===== config.mk =====
export PLATFORM = sky130hd
export DESIGN_NAME = lsu_unit
export DESIGN_NICKNAME = d
export VERILOG_FILES = /design/src/rtl/lsu_unit.sv
export SDC_FILE = /design/constraint.sdc
export NUM_CORES = 1
export LEC_CHECK = 0
export CORE_MARGIN = 2
export CORE_UTILIZATION = 25
export CTS_CLUSTER_SIZE = 10
export DETAILED_ROUTE_END_ITERATION = 12
export DONT_BUFFER_PORTS = 1
export PLACE_DENSITY = 0.36
export RECOVER_POWER = 100
export SYNTH_ARGS = -nofsm -noshare
export SYNTH_HDL_FRONTEND = slang
export SYNTH_SLANG_ARGS = --single-unit

===== constraint.sdc =====
create_clock -name clk -period 1.7 [get_ports clk]
set_input_delay 0.17 -clock clk [delete_from_list [all_inputs] [get_ports clk]]
set_output_delay 0.17 -clock clk [all_outputs]
set_load 0.01 [all_outputs]

===== src/rtl/lsu_unit.sv =====
// Load-store unit: turns core byte/half/word accesses into word-aligned memory requests and stalls until ready.
// Optional misaligned-access trap is enabled with `define LSU_MISALIGN_TRAP_EN.
module lsu_unit #(
  parameter int ADDR_W = 32
) (
  input  logic              clk,
  input  logic              rst_n,
  input  logic              core_req_i,
  input  logic              core_we_i,
  input  logic [2:0]        core_size_i,
  input  logic [ADDR_W-1:0] core_addr_i,
  input  logic [31:0]       core_wd_i,
  output logic [31:0]       core_rd_o,
  output logic              core_stall_o,
  output logic              lsu_misalign_o,
  output logic              mem_req_o,
  output logic              mem_we_o,
  output logic [3:0]        mem_be_o,
  output logic [ADDR_W-1:0] mem_addr_o,
  output logic [31:0]       mem_wd_o,
  input  logic [31:0]       mem_rd_i,
  input  logic              mem_ready_i
);

  localparam logic [1:0] S_IDLE = 2'd0;
  localparam logic [1:0] S_WAIT = 2'd1;
  localparam logic [1:0] S_DONE = 2'd2;

  logic [1:0] state;
  logic [2:0] size_p0;
  logic [1:0] off_p0;

  // Sizes 3, 6 and 7 fall into the word case by default.
  function automatic logic [3:0] store_be(input logic [2:0] size, input logic [1:0] off);
    case (size)
      3'd0, 3'd4: store_be = 4'b0001 << off;
      3'd1, 3'd5: store_be = off[1] ? 4'b1100 : 4'b0011;
      default:    store_be = 4'b1111;
    endcase
  endfunction

  function automatic logic [31:0] store_wd(input logic [2:0] size, input logic [31:0] wd);
    case (size)
      3'd0, 3'd4: store_wd = {4{wd[7:0]}};
      3'd1, 3'd5: store_wd = {2{wd[15:0]}};
      default:    store_wd = wd;
    endcase
  endfunction

  function automatic logic [31:0] load_fmt(input logic [2:0] size, input logic [1:0] off,
                                           input logic [31:0] rd);
    logic [7:0]  b;
    logic [15:0] h;
    case (off)
      2'd0:    b = rd[7:0];
      2'd1:    b = rd[15:8];
      2'd2:    b = rd[23:16];
      default: b = rd[31:24];
    endcase
    h = off[1] ? rd[31:16] : rd[15:0];
    case (size)
      3'd0:    load_fmt = {{24{b[7]}}, b};
      3'd4:    load_fmt = {24'd0, b};
      3'd1:    load_fmt = {{16{h[15]}}, h};
      3'd5:    load_fmt = {16'd0, h};
      default: load_fmt = rd;
    endcase
  endfunction

`ifdef LSU_MISALIGN_TRAP_EN
  function automatic logic misaligned(input logic [2:0] size, input logic [1:0] off);
    case (size)
      3'd0, 3'd4: misaligned = 1'b0;
      3'd1, 3'd5: misaligned = off[0];
      default:    misaligned = (off != 2'b00);
    endcase
  endfunction

  logic trap_c;
  assign trap_c = (state == S_IDLE) && core_req_i && misaligned(core_size_i, core_addr_i[1:0]);

  // Flag is high only for the DONE cycle that the trap jumps into.
  always_ff @(posedge clk) begin
    if (!rst_n) lsu_misalign_o <= 1'b0;
    else        lsu_misalign_o <= trap_c;
  end
`else
  logic trap_c;
  assign trap_c         = 1'b0;
  assign lsu_misalign_o = 1'b0;
`endif

  assign mem_req_o    = (state == S_WAIT);
  assign core_stall_o = ((state == S_IDLE) && core_req_i) || (state == S_WAIT);

  always_ff @(posedge clk) begin
    if (!rst_n) begin
      state      <= S_IDLE;
      size_p0    <= 3'd0;
      off_p0     <= 2'd0;
      mem_we_o   <= 1'b0;
      mem_be_o   <= 4'd0;
      mem_addr_o <= '0;
      mem_wd_o   <= 32'd0;
      core_rd_o  <= 32'd0;
    end else begin
      case (state)
        S_IDLE: begin
          if (core_req_i) begin
            size_p0    <= core_size_i;
            off_p0     <= core_addr_i[1:0];
            mem_we_o   <= core_we_i;
            mem_be_o   <= store_be(core_size_i, core_addr_i[1:0]);
            mem_addr_o <= {core_addr_i[ADDR_W-1:2], 2'b00};
            mem_wd_o   <= store_wd(core_size_i, core_wd_i);
            if (trap_c) begin
              core_rd_o <= 32'd0;
              state     <= S_DONE;
            end else begin
              state     <= S_WAIT;
            end
          end
        end
        // Request fields stay frozen here; core inputs are ignored until DONE.
        S_WAIT: begin
          if (mem_ready_i) begin
            if (!mem_we_o) core_rd_o <= load_fmt(size_p0, off_p0, mem_rd_i);
            state <= S_DONE;
          end
        end
        S_DONE:  state <= S_IDLE;
        default: state <= S_IDLE;
      endcase
    end
  end

endmodule


==> impl_metrics.env <==
export IMPL_crit_slowest_cell="dlygate4sd3_1"
export IMPL_num_rows=50
export IMPL_finalSetupTns_ps=0
export IMPL_cts_setup_buffers=0
export IMPL_io_pins=208
export IMPL_drive_above_1_share_pct=7.827
export IMPL_drc=0
export IMPL_instances_no_fill=860
export IMPL_p_leak_nw=2.285
export IMPL_cp_start_kind="flip-flop"
export IMPL_ys_top_cells_by_count="nand2_1, dfxtp_1, o21ai_0, a21oi_1, a21boi_0"
export IMPL_grt_pass1_wl_microns=24740
export IMPL_multi_input_area_sq_um=2412
export IMPL_hold_violations=5
export IMPL_grt_max_degree=109
export IMPL_port_buffer_count=0
export IMPL_antenna_found_initial=0
export IMPL_setup_viol=0
export IMPL_min_to="core_rd_o[28]"
export IMPL_cpLargestDelayFamily="buffers and inverters"
export IMPL_finalMaxSlewViolations=0
export IMPL_grtUsageTotal_pct=15.72
export IMPL_violations="negative hold slack"
export IMPL_synthDistinctLibCells=39
export IMPL_hold_class="in -> reg"
export IMPL_min_from="rst_n"
export IMPL_power_density_nw_per_um2=944.8
export IMPL_synth_edf_count=0
export IMPL_clockBufferDepth=2
export IMPL_cts_max_level=3
export IMPL_hold_slack_ps=-17.59
export IMPL_rsz0062_at_grt="false"
export IMPL_die_w_microns=142.2
export IMPL_antenna_cells=0
export IMPL_ys_flop_type="dfxtp_1"
export IMPL_r2r_start="state[0]"
export IMPL_clock_sinks=106
export IMPL_maxCapViolCount=0
export IMPL_synthCells=574
export IMPL_synth_area_leaders="dfxtp_1, nand2_1, a21boi_0, o21ai_0, a21oi_1"
export IMPL_wl_per_cell_microns=19.27
export IMPL_skew_ps=7.815
export IMPL_vias_per_cell=4.992
export IMPL_core_area_sq_um=18710
export IMPL_synth_top_cell_area_share_pct=44.43
export IMPL_root_buffer="clkbuf_16"
export IMPL_async_flop_share_pct=0
export IMPL_clk_latency_ps=340
export IMPL_cts_tree="yes"
export IMPL_place_congestion=0.8053
export IMPL_status="finished, violations left"
export IMPL_first_iter_violations=163
export IMPL_reg2reg_depth=6
export IMPL_finalCritPeriodShare_pct=95.54
export IMPL_crit_path_end_kind="flip-flop"
export IMPL_crit_path_max_incr_delay_ps=550
export IMPL_num_vias=4293
export IMPL_path_clk_slew_ps=70
export IMPL_nets=725
export IMPL_first_pass_iters=4
export IMPL_die_y_microns=142.2
export IMPL_ys_seq_elements=106
export IMPL_critPathArrivalTime_ps=1850
export IMPL_peakVddDrop_v=0.0004449
export IMPL_fillers=1993
export IMPL_final_seq_area_sq_um=2122
export IMPL_dp_cells=773
export IMPL_yosysTopAreaCell="dfxtp_1"
export IMPL_yosys_warnings=0
export IMPL_initial_core_util_pct=25.53
export IMPL_synth_seq_area_share_pct=44.43
export IMPL_overflow=0
export IMPL_cts_buffers=9
export IMPL_crit_buf_inv=2
export IMPL_dpl_hpwl_microns=10660
export IMPL_reg2reg_to="mem_wd_o[25]"
export IMPL_synthToLayoutAreaGrowth_pct=25.57
export IMPL_finalWirelength_microns=16580
export IMPL_period_needed_ps=1624
export IMPL_grt_pass1_vias=4264
export IMPL_tightest_slew_ps=588.3
export IMPL_antenna_left=0
export IMPL_die_area_sq_um=20230
export IMPL_rrSetupSlack_ps=80
export IMPL_crit_fanout=17
export IMPL_holdPathStages=2
export IMPL_crit_chain="nor2_2 > nand2_2 > buf_6 > nand3_1 > dlygate4sd3_1 > o21ai_0"
export IMPL_critPathKind="reg -> reg"
export IMPL_relSlewSlack_pct=60.64
export IMPL_yosysMostFrequentCell="nand2_1"
export IMPL_synth_area_sq_um=4776
export IMPL_synth_area_per_cell_sq_um=8.320
export IMPL_worst_ep_required_time_ps=1930
export IMPL_fmax_mhz=615.7
[sequential cells by signal, indices dropped and copies added (netlist names)]
name / cells
mem_be_o: 4
state: 2
core_rd_o: 32
mem_we_o: 1
off_p0: 2
mem_wd_o: 32
mem_addr_o: 30
size_p0: 3
[worst max-delay path by stage]
| stage | from | to | slack [ps] | cells after the start |
|---|---|---|---|---|
| 6_report | state[0] | mem_wd_o[25] | 80 | 6 |
| 5_1_grt | state[0] | mem_wd_o[25] | 10 | 6 |
| 4_1_cts | state[0] | core_stall_o | 0.4 | 4 |
| 3_5_place_dp | state[1] | core_rd_o[13] | 100 | 4 |
| 3_3_place_gp | state[1] | core_rd_o[10] | 150 | 4 |
| 2_1_floorplan | state[1] | core_rd_o[20] | 190 | 6 |
[per-layer routing]
layer | GRT usage (%) | part of all wire, % | vias to the layer above
li1 | - | - | 2077
met1 | 19.90 | 43 | 2042
met2 | 24.76 | 47 | 160
met3 | 6.729 | 9.7 | 14
met4 | 3.789 | 1.0 | 0
met5 | 0 | 0 | -
[layout make-up]
type	count	area share (%)
sequential	106	35.39
tap	234	4.882
inverter	2	0.1252
clock buffer	12	4.277
clock inverter	4	0.4381
multi-input combinational	416	40.23
timing repair buffer	86	14.67
[placed cells by master, fill, tap and decap left out, types with 2 or more instances in the layout]
cell type	count
a21boi_0	44
a21oi_1	47
a31o_2	5
a31oi_1	4
and3_1	2
buf_12	3
buf_4	5
buf_6	2
clkbuf_1	2
clkbuf_16	9
clkbuf_4	3
clkbuf_8	2
clkinv_2	2
conb_1	3
dfxtp_1	106
dlygate4sd3_1	70
inv_1	2
mux2_2	7
mux2i_1	23
nand2_1	131
nand2b_1	3
nand3_1	26
nand3b_1	12
nor2_1	13
nor2b_1	3
nor3b_1	2
o211a_1	16
o211ai_1	7
o21ai_0	48
o21bai_1	2
o221ai_1	2
or3b_1	2
[power breakdown]
group	leakage [nW]	internal, mW	switching, mW	total (mW)
clock	0.139	1.07	0.960	2.04
sequential	0.870	2.66	0.211	2.87
combinational	1.28	0.364	0.400	0.764
[stage by stage]
step	total power [mW]	worst slack [ps]	area [sq um]	utilization [%]
6_report	5.666	75.85	5997	32.06
2_1_floorplan	3.390	189.7	4783	-
5_1_grt	6.003	10.25	5997	32.06
3_5_place_dp	3.531	104.8	4990	26.68
3_3_place_gp	3.519	154.4	4990	26.68
4_1_cts	5.739	0.3600	5933	31.72
[logic make-up (layout without fill, tap and decap cells)]
kind of cell / count (synthesis) / in the layout / synth area share (%)
AND/OR/NAND/NOR: 206 / 206 / 19.96
AO/OA/AOI/OAI: 177 / 177 / 23.87
flip-flops: 106 / 106 / 44.43
buffers and inverters: 54 / 104 / 5.188
multiplexers: 30 / 30 / 6.471
other: 1 / 3 / 0.07852
[timing repair]
item / CTS / global route
endpoints found under the hold margin: 105 / 82
hold buffers: 66 / 5
endpoints found under the setup margin: 0 / 9
gates resized for setup: 0 / 3
No activity file was read; power rests on OpenSTA's default activity.
